===== config.mk =====
export PLATFORM = sky130hd
export DESIGN_NAME = flash_read_ctrl
export DESIGN_NICKNAME = d
export VERILOG_FILES = /design/src/rtl/flash_pkg.sv /design/src/rtl/flash_arbiter.sv /design/src/rtl/flash_read_ctrl.sv
export SDC_FILE = /design/constraint.sdc
export NUM_CORES = 1
export LEC_CHECK = 0
export CAP_MARGIN = 20
export CORE_ASPECT_RATIO = 0.7
export CORE_UTILIZATION = 54
export CTS_CLUSTER_DIAMETER = 60
export CTS_CLUSTER_SIZE = 30
export DETAILED_ROUTE_END_ITERATION = 10
export PLACE_DENSITY = 0.89
export SLEW_MARGIN = 20
export SYNTH_ARGS = -nofsm -noshare
export SYNTH_HDL_FRONTEND = slang
export SYNTH_SLANG_ARGS = --single-unit

===== constraint.sdc =====
create_clock -name clk -period 2.8 [get_ports clk]
set_input_delay 0.56 -clock clk [delete_from_list [all_inputs] [get_ports clk]]
set_output_delay 0.56 -clock clk [all_outputs]
set_load 0.01 [all_outputs]

===== src/rtl/flash_pkg.sv =====
// Shared constants and state encoding for the serial-flash read controller.
// Latency: n/a (declarations only).
// Backpressure: n/a.
package flash_pkg;
   localparam logic [7:0] CmdRead  = 8'h03;
   localparam int         AddrBits = 24;
   localparam int         CmdBits  = 8;

   typedef enum logic [2:0] {
      Idle    = 3'd0,
      Command = 3'd1,
      Address = 3'd2,
      Data    = 3'd3,
      Gap     = 3'd4
   } flash_ctrl_state_e;
endpackage


===== src/rtl/flash_arbiter.sv =====
// Two-port request arbiter holding the one-hot grant; FLASH_READ_CTRL_ROUND_ROBIN_EN selects round-robin.
// Latency: win is combinational, gnt registers on the take strobe.
// Backpressure: losers keep req high and are reconsidered at the next take.
module flash_arbiter (
   input  logic       clk,
   input  logic       rst_n,
   input  logic [1:0] req,
   input  logic       take,
   input  logic       drop,
   output logic [1:0] win,
   output logic [1:0] gnt
);
`ifdef FLASH_READ_CTRL_ROUND_ROBIN_EN
   logic last_q;

   // With both requesting, the port not served last wins; resets favouring port 0.
   always_comb begin
      win = req;
      if (req == 2'b11) begin
         win = last_q ? 2'b01 : 2'b10;
      end
   end

   always_ff @(posedge clk or negedge rst_n) begin
      if (!rst_n) begin
         last_q <= 1'b1;
      end else if (take) begin
         last_q <= win[1];
      end
   end
`else
   always_comb begin
      win = req[0] ? 2'b01 : {req[1], 1'b0};
   end
`endif

   always_ff @(posedge clk or negedge rst_n) begin
      if (!rst_n) begin
         gnt <= 2'b00;
      end else if (take) begin
         gnt <= win;
      end else if (drop) begin
         gnt <= 2'b00;
      end
   end
endmodule


===== src/rtl/flash_read_ctrl.sv =====
// SPI READ (0x03) burst controller and 2-port arbiter for the P25Q32U; FLASH_READ_CTRL_ROUND_ROBIN_EN selects round-robin.
// Latency: first data_valid 40 cycles after the grant edge, then one byte every 8 cycles.
// Backpressure: none toward clients (every data_valid must be taken); pending requests wait in Idle.
module flash_read_ctrl
   import flash_pkg::*;
#(
   parameter int LenWidth = 8
) (
   input  logic                clk,
   input  logic                rst_n,
   input  logic [1:0]          req,
   input  logic [23:0]         addr0,
   input  logic [23:0]         addr1,
   input  logic [LenWidth-1:0] len0,
   input  logic [LenWidth-1:0] len1,
   output logic [1:0]          gnt,
   output logic                busy,
   output logic [7:0]          data,
   output logic                data_valid,
   output logic                done,
   output logic                cs_n,
   output logic                mosi,
   input  logic                miso
);
   localparam logic [2:0] StIdle    = Idle;
   localparam logic [2:0] StCommand = Command;
   localparam logic [2:0] StAddress = Address;
   localparam logic [2:0] StData    = Data;
   localparam logic [2:0] StGap     = Gap;

   logic [2:0]          state_q;
   logic [4:0]          bit_cnt_q;
   logic [LenWidth-1:0] byte_cnt_q;
   logic [AddrBits-1:0] addr_q;
   logic [7:0]          shift_q;
   logic [1:0]          win;
   logic                take;
   logic                last_byte;

   assign take      = (state_q == StIdle) && (req != 2'b00);
   assign last_byte = (state_q == StData) && (bit_cnt_q == 5'd8) && (byte_cnt_q == '0);

   flash_arbiter u_arb (
      .clk   (clk),
      .rst_n (rst_n),
      .req   (req),
      .take  (take),
      .drop  (last_byte),
      .win   (win),
      .gnt   (gnt)
   );

   always_ff @(posedge clk or negedge rst_n) begin
      if (!rst_n) begin
         state_q    <= StIdle;
         bit_cnt_q  <= '0;
         byte_cnt_q <= '0;
         addr_q     <= '0;
         shift_q    <= '0;
         busy       <= 1'b0;
         cs_n       <= 1'b1;
         mosi       <= 1'b0;
         data       <= '0;
         data_valid <= 1'b0;
         done       <= 1'b0;
      end else begin
         data_valid <= 1'b0;
         done       <= 1'b0;
         case (state_q)
            StIdle: begin
               if (take) begin
                  addr_q     <= win[1] ? addr1 : addr0;
                  byte_cnt_q <= win[1] ? len1 : len0;
                  busy       <= 1'b1;
                  cs_n       <= 1'b0;
                  mosi       <= CmdRead[7];
                  bit_cnt_q  <= 5'(CmdBits - 2);
                  state_q    <= StCommand;
               end
            end
            StCommand: begin
               mosi <= CmdRead[bit_cnt_q[2:0]];
               if (bit_cnt_q == 5'd0) begin
                  bit_cnt_q <= 5'(AddrBits - 1);
                  state_q   <= StAddress;
               end else begin
                  bit_cnt_q <= bit_cnt_q - 5'd1;
               end
            end
            StAddress: begin
               mosi <= addr_q[bit_cnt_q];
               if (bit_cnt_q == 5'd0) begin
                  state_q <= StData;
               end else begin
                  bit_cnt_q <= bit_cnt_q - 5'd1;
               end
            end
            StData: begin
               // A completed byte is published one edge after its 8th sample,
               // while that same edge already takes bit 7 of the next byte.
               mosi    <= 1'b0;
               shift_q <= {shift_q[6:0], miso};
               if (bit_cnt_q == 5'd8) begin
                  data       <= shift_q;
                  data_valid <= 1'b1;
                  bit_cnt_q  <= 5'd1;
                  if (byte_cnt_q == '0) begin
                     done    <= 1'b1;
                     cs_n    <= 1'b1;
                     state_q <= StGap;
                  end else begin
                     byte_cnt_q <= byte_cnt_q - 1'b1;
                  end
               end else begin
                  bit_cnt_q <= bit_cnt_q + 5'd1;
               end
            end
            StGap: begin
               busy    <= 1'b0;
               state_q <= StIdle;
            end
            default: begin
               state_q <= StIdle;
            end
         endcase
      end
   end
endmodule

## Yosys cells after proc, flatten, opt, wreduce, memory -nomap -nowiden

Memory sizes are Yosys's and may differ from the RTL's.
Index checks and enable logic that the tools add are counted.
W data, S select, Z words.

| storage, ports and cells | value |
|---|---|
| register bits after elaboration | 63 |
| bits in read-only memories | 8 |
| bits of input ports | 69 |
| output and inout port bits | 15 |
| memories | 1 |

Memory list:

| name | words | bits a word | read ports | clocked after Yosys merged registers in | write ports | line | text |
|---|---|---|---|---|---|---|---|
| (name not given) | 8 | 1 | 1 | 0 | 0 | flash_read_ctrl.sv:82 | `mosi <= CmdRead[bit_cnt_q[2:0]];` |

| operators by class | value |
|---|---|
| add/sub/neg operators | 3 |
| magnitude comparators | 2 |
| eq/ne operators | 12 |
| mux-type cells | 35 |
| reduce and logical (&&, ||, !) cells | 19 |

Operator list:

| operator | count |
|---|---|
| $mux W8 | 4 |
| $mux W24 | 1 |
| $mux W5 | 4 |
| $pmux W5 S4 | 1 |
| $pmux W8 S2 | 1 |
| $mux W3 | 5 |
| $pmux W3 S4 | 1 |
| $mux W1 | 11 |
| $ne A2 B2 Y1 const B | 5 |
| $logic_not A8 Y1 | 1 |
| $reduce_and A2 Y1 | 4 |
| $reduce_and A4 Y1 | 2 |
| $reduce_bool A2 Y1 | 4 |
| $sub A8 B1 Y8 const B | 1 |
| $eq A3 B2 Y1 const B | 2 |
| $lt A5 B6 Y1 const B | 1 |
| $mux W2 | 3 |
| $add A5 B1 Y5 const B | 1 |
| $bmux W1 S5 | 1 |
| $eq A5 B4 Y1 const B | 1 |
| $logic_not A5 Y1 | 1 |
| $reduce_and A5 Y1 | 1 |
| $sub A5 B1 Y5 const B | 1 |
| $lt A3 B4 Y1 const B | 1 |
| other kinds (9) | 13 |

## Depth between registers and ports, before layout

| depth | value |
|---|---|
| depth in word-level cells | 5 |
| depth in mapped cells | 10 |
| depth with buffers taken out | 8 |

## Cells and area by module

A second synthesis with hierarchy kept.

| unflattened totals | value |
|---|---|
| cells, all modules | 373 |
| area, all modules | 3677.3 um2 |

By module, submodules not included:

| module | instances | cells each | area each (um2) | sequential area each (um2) |
|---|---|---|---|---|
| flash_read_ctrl | 1 | 364 | 3574.7 | 1527.7 |
| flash_arbiter | 1 | 9 | 102.6 | 50.0 |

## Least setup slack after synthesis

Ideal clock, no wire load.

| timing path | value |
|---|---|
| kind | reg2reg |
| start | reg bit_cnt_q[1] |
| end | reg state_q[0] |
| library setup time | 0.128 ns |
| data arrival time | 1.780 ns |
| setup slack | 0.892 ns |
| stages on the path, launching flop included | 7 |
| path buffers | 1 |
| period minus slack after synthesis | 1.908 ns |
| cell sequence | dfrtp_1 -> buf_2 -> inv_1 -> ha_1 -> or4b_4 -> a21oi_4 -> mux2_1 |

| on the way | value |
|---|---|
| word-level cells in the longest chain between the ends | 3 |
| elaborated cells on any way between the ends | 6 |
| classes of those cells | eq/ne: 4; reduce/logical: 2 |

Ends and longest elaborated chain:

| item | line | text |
|---|---|---|
| from (decl) | flash_read_ctrl.sv:32 | `logic [4:0] bit_cnt_q;` |
| from (signal assigned) | flash_read_ctrl.sv:77 | `bit_cnt_q <= 5'(CmdBits - 2);` |
| from (signal assigned) | flash_read_ctrl.sv:84 | `bit_cnt_q <= 5'(AddrBits - 1);` |
| from (signal assigned) | flash_read_ctrl.sv:87 | `bit_cnt_q <= bit_cnt_q - 5'd1;` |
| $eq A5 B4 Y1 / $logic_not A5 Y1 (equally long branches) | flash_read_ctrl.sv:103, flash_read_ctrl.sv:83, flash_read_ctrl.sv:92 |  |
| $ne A2 B1 Y1 (no source line) / $ne A2 B2 Y1 (equally long branches) | - |  |
| $reduce_and A5 Y1 (no source line) * | - |  |
| to (signal assigned) | flash_read_ctrl.sv:110 | `state_q <= StGap;` |
| to (signal assigned) | flash_read_ctrl.sv:120 | `state_q <= StIdle;` |
| to (signal assigned) | flash_read_ctrl.sv:123 | `state_q <= StIdle;` |
| to (decl) | flash_read_ctrl.sv:31 | `logic [2:0] state_q;` |

Mark *: on every way between the ends. The rest lies on a longest branch, timed or not.
A chain may end at the register's enable or synchronous reset.

## Final worst setup path

| timing path | value |
|---|---|
| start | reg state_q[1] |
| end | reg state_q[0] |

| on the way | value |
|---|---|
| word-level cells in the longest chain between the ends | 4 |
| elaborated cells on any way between the ends | 12 |
| classes of those cells | eq/ne: 8; mux: 1; reduce/logical: 3 |

Ends and longest elaborated chain:

| item | line | text |
|---|---|---|
| from (signal assigned) | flash_read_ctrl.sv:55 | `state_q <= StIdle;` |
| from (signal assigned) | flash_read_ctrl.sv:78 | `state_q <= StCommand;` |
| from (signal assigned) | flash_read_ctrl.sv:85 | `state_q <= StAddress;` |
| $logic_not A3 Y1 | flash_read_ctrl.sv:40, flash_read_ctrl.sv:69 |  |
| $logic_and A1 B1 Y1 | flash_read_ctrl.sv:40 | `assign take = (state_q == StIdle) && (req != 2'b00);` |
| $ne A2 B2 Y1 (no source line) | - |  |
| $reduce_and A5 Y1 (no source line) | - |  |

Several ways; a longest one is shown, not always the timed one.

==> results.yml <==
run_status:
  status: "complete, no violations"
pwr:
  peakVddDrop_uv: 434.3
  p_leak_nw: 2.178
  p_per_area_nw_per_um2: 1014
  finalPower_w: 0.004663
layout:
  drive_gt1_frac: 0.09430
  nets: 525
  fillers: 411
  syn_to_final_growth_pct: 30.03
  diodes: 0
  final_util: 0.7329
  ff_latch_area_sq_um: 1578
  multi_input_area_sq_um: 1753
setup_path:
  cp-end-kind: "flip-flop"
  cp_slowest_cell: "dfrtp_1"
  crit_type: "reg2reg"
  r2r_setup_slack_ns: 0.48
  crit_chain: "nand3b_2 > a21oi_1 > a21oi_4 > mux2_1"
  rr_worst_depth: 4
  crit_cells: 4
  crit_buf_inv: 0
  slowest_delay_ns: 0.81
  cp_max_fo: 24
  cp.arrival_ns: 2.55
  required_ns: 3.03
  endpoint: "state_q[0]"
  cp-startpoint: "state_q[1]"
  crit_family: "flip-flops"
  r2r_end: "state_q[0]"
  worstSetupStartpointType: "flip-flop"
  r2r_start: "state_q[1]"
clocking:
  postCtsSetupBuffers: 0
  clk_path_buf_depth: 2
  numCtsBuffers: 9
  cts_tree: "yes"
  cts_resized: 0
  postCtsHoldBufs: 0
  clk_pin_slew_ns: 0.07
  htreeDepth: 3
  cts_root_buf: "clkbuf_8"
  worstSkewPairLatency_ns: 0.36
  cts_sinks: 63
die:
  die_w_microns: 98.74
  die_y_microns: 69.72
  core_area_sq_um: 6276
  num_rows: 24
  start_util: 0.5636
  ioPinCount: 84
  dieArea_sq_um: 6883
synthesis:
  postSynthAreaPerCell_sq_um: 9.382
  synth.most_common_cell: "nand2_1"
  synth_edf_count: 0
  ys_warn_count: 0
  ys_seq_area_frac: 0.4461
  syn_area_sq_um: 3537
  synthCells: 377
  synth_cell_type_count: 55
  yosys.area.top_type: "dfrtp_1"
  async_flop_share: 1.000
  synth_fp_nets: 451
  synth_common_cells: "nand2_1 (95), dfrtp_1 (62), o21ai_0 (40)"
  synth_top_area_share: 0.4386
  synth-seq-cells: 63
  synth_flop_cell: "dfrtp_1"
  synthTopCellsByArea: "dfrtp_1 (44%), nand2_1 (10%), mux2i_1 (8.5%)"
timing:
  grt_setup_unrepaired: "false"
  hold_viol: 0
  setup_viol: 0
  slew-limit-headroom: 0.4786
  finalCritPeriodShare: 0.8280
  finalMaxSlewViolations: 0
  clock_skew_ns: 0.01257
  whs_ns: 0.3620
  tightest_slew_ns: 0.7821
  tns_ns: 0
  max_freq_mhz: 431.4
  layout_min_cycle_time_ns: 2.318
  setup_slack_ns: 0.4817
routing:
  drt_iter0_markers: 174
  drc: 0
  routed_via_density: 5.745
  drtAntennaViolNets: 0
  wl_per_cell_microns: 15.37
  drt_first_pass_iters: 5
  drt_wl_total_mm: 8.208
  vias: 3068
grt:
  grt_pass1_wl_mm: 14.10
  grt_overflow: 0
  first_global_vias: 3071
  antenna_found_initial: 0
  grt_start_max_net_pins: 64
  grtUsageTotal: 0.2620
place:
  numPortBuffers: 83
  dp_hpwl_mm: 5.669
  gp_congestion: 0.8739
  pre_cts_ws_ns: 0.5219
run:
  cap_violations: 0
worst_hold_path:
  hold_class: "in2async"
[logic make-up after synthesis]
| family | count (synthesis) | share of synthesized area |
|---|---|---|
| adders and majority gates | 5 | 0.01769 |
| buffers and inverters | 37 | 0.05907 |
| DFF | 63 | 0.4461 |
| AOI/OAI and AO/OA | 88 | 0.1510 |
| and+or+nand+nor | 142 | 0.1832 |
| muxes | 40 | 0.1380 |
| xor gates and xnor gates | 2 | 0.004953 |
[placed cells by master (no fill, tap or decap), types with 4 or more instances in the layout]
cell             instances
clkdlybuf4s50_1         82
o21ai_0                 40
buf_4                    5
mux2i_1                 30
clkbuf_8                10
nand2_1                 95
nor2_1                  16
ha_1                     5
mux4_2                   4
a21oi_1                 18
nand3_1                  4
a31oi_1                  4
dfrtp_1                 62
inv_1                   10
nor3_1                   7
nand2b_1                 4
[state kept, by name, indices dropped and copies added, names as in the netlist, 2 cells and up]
name        count
addr_q         24
byte_cnt_q      8
data            8
shift_q         8
bit_cnt_q       5
state_q         3
u_arb.gnt       2
[per-stage QoR]
| stage | std cells | area (sq um) |
|---|---|---|
| after global placement | 518 | 4354 |
| final | 534 | 4599 |
| after global routing | 534 | 4599 |
| after CTS | 534 | 4599 |
| after detailed placement | 518 | 4354 |
| after floorplan | 377 | 3537 |
[where the power goes]
part / total, W / switching (W) / internal [W]
Combinational: 0.00196 / 0.00105 / 0.000917
Clock: 0.000979 / 0.000367 / 0.000612
Sequential: 0.00172 / 0.000427 / 0.00129
Total: 0.00466 / 0.00184 / 0.00282
[layout make-up]
class                           instances  share of cell area
Inverter                               11            0.009249
Tap cell                               78             0.02122
Clock inverter                          6             0.02339
Multi-Input combinational cell        277              0.3811
Timing Repair Buffer                   89              0.1921
Sequential cell                        63              0.3430
Clock buffer                           10             0.02992
[worst reg2reg max path, cell delays in order, from the launching register on]
cell	delay, ns
dfrtp_1	0.81
nand3b_2	0.55
a21oi_1	0.45
a21oi_4	0.07
mux2_1	0.32
[worst min-delay path by stage]
| stage | to | cells after the start | slack, ns |
|---|---|---|---|
| 6_report | shift_q[5] | 2 | 0.36 |
| 5_1_grt | shift_q[5] | 2 | 0.45 |
| 4_1_cts | shift_q[5] | 2 | 0.39 |
| 3_5_place_dp | data[7] | 2 | 0.45 |
| 3_3_place_gp | cs_n | 2 | 0.45 |
| 2_1_floorplan | addr_q[0] | 0 | 0.26 |
[routing by layer]
metal / up-vias / global-route usage / wire length (microns)
met3: 20 / 0.07157 / 484
li1: 1461 / - / -
met4: 0 / 0.1078 / 174
met2: 124 / 0.4139 / 3891
met5: - / 0 / 0
met1: 1463 / 0.3436 / 3658
Note: power is estimated with default switching activity, not from simulation.
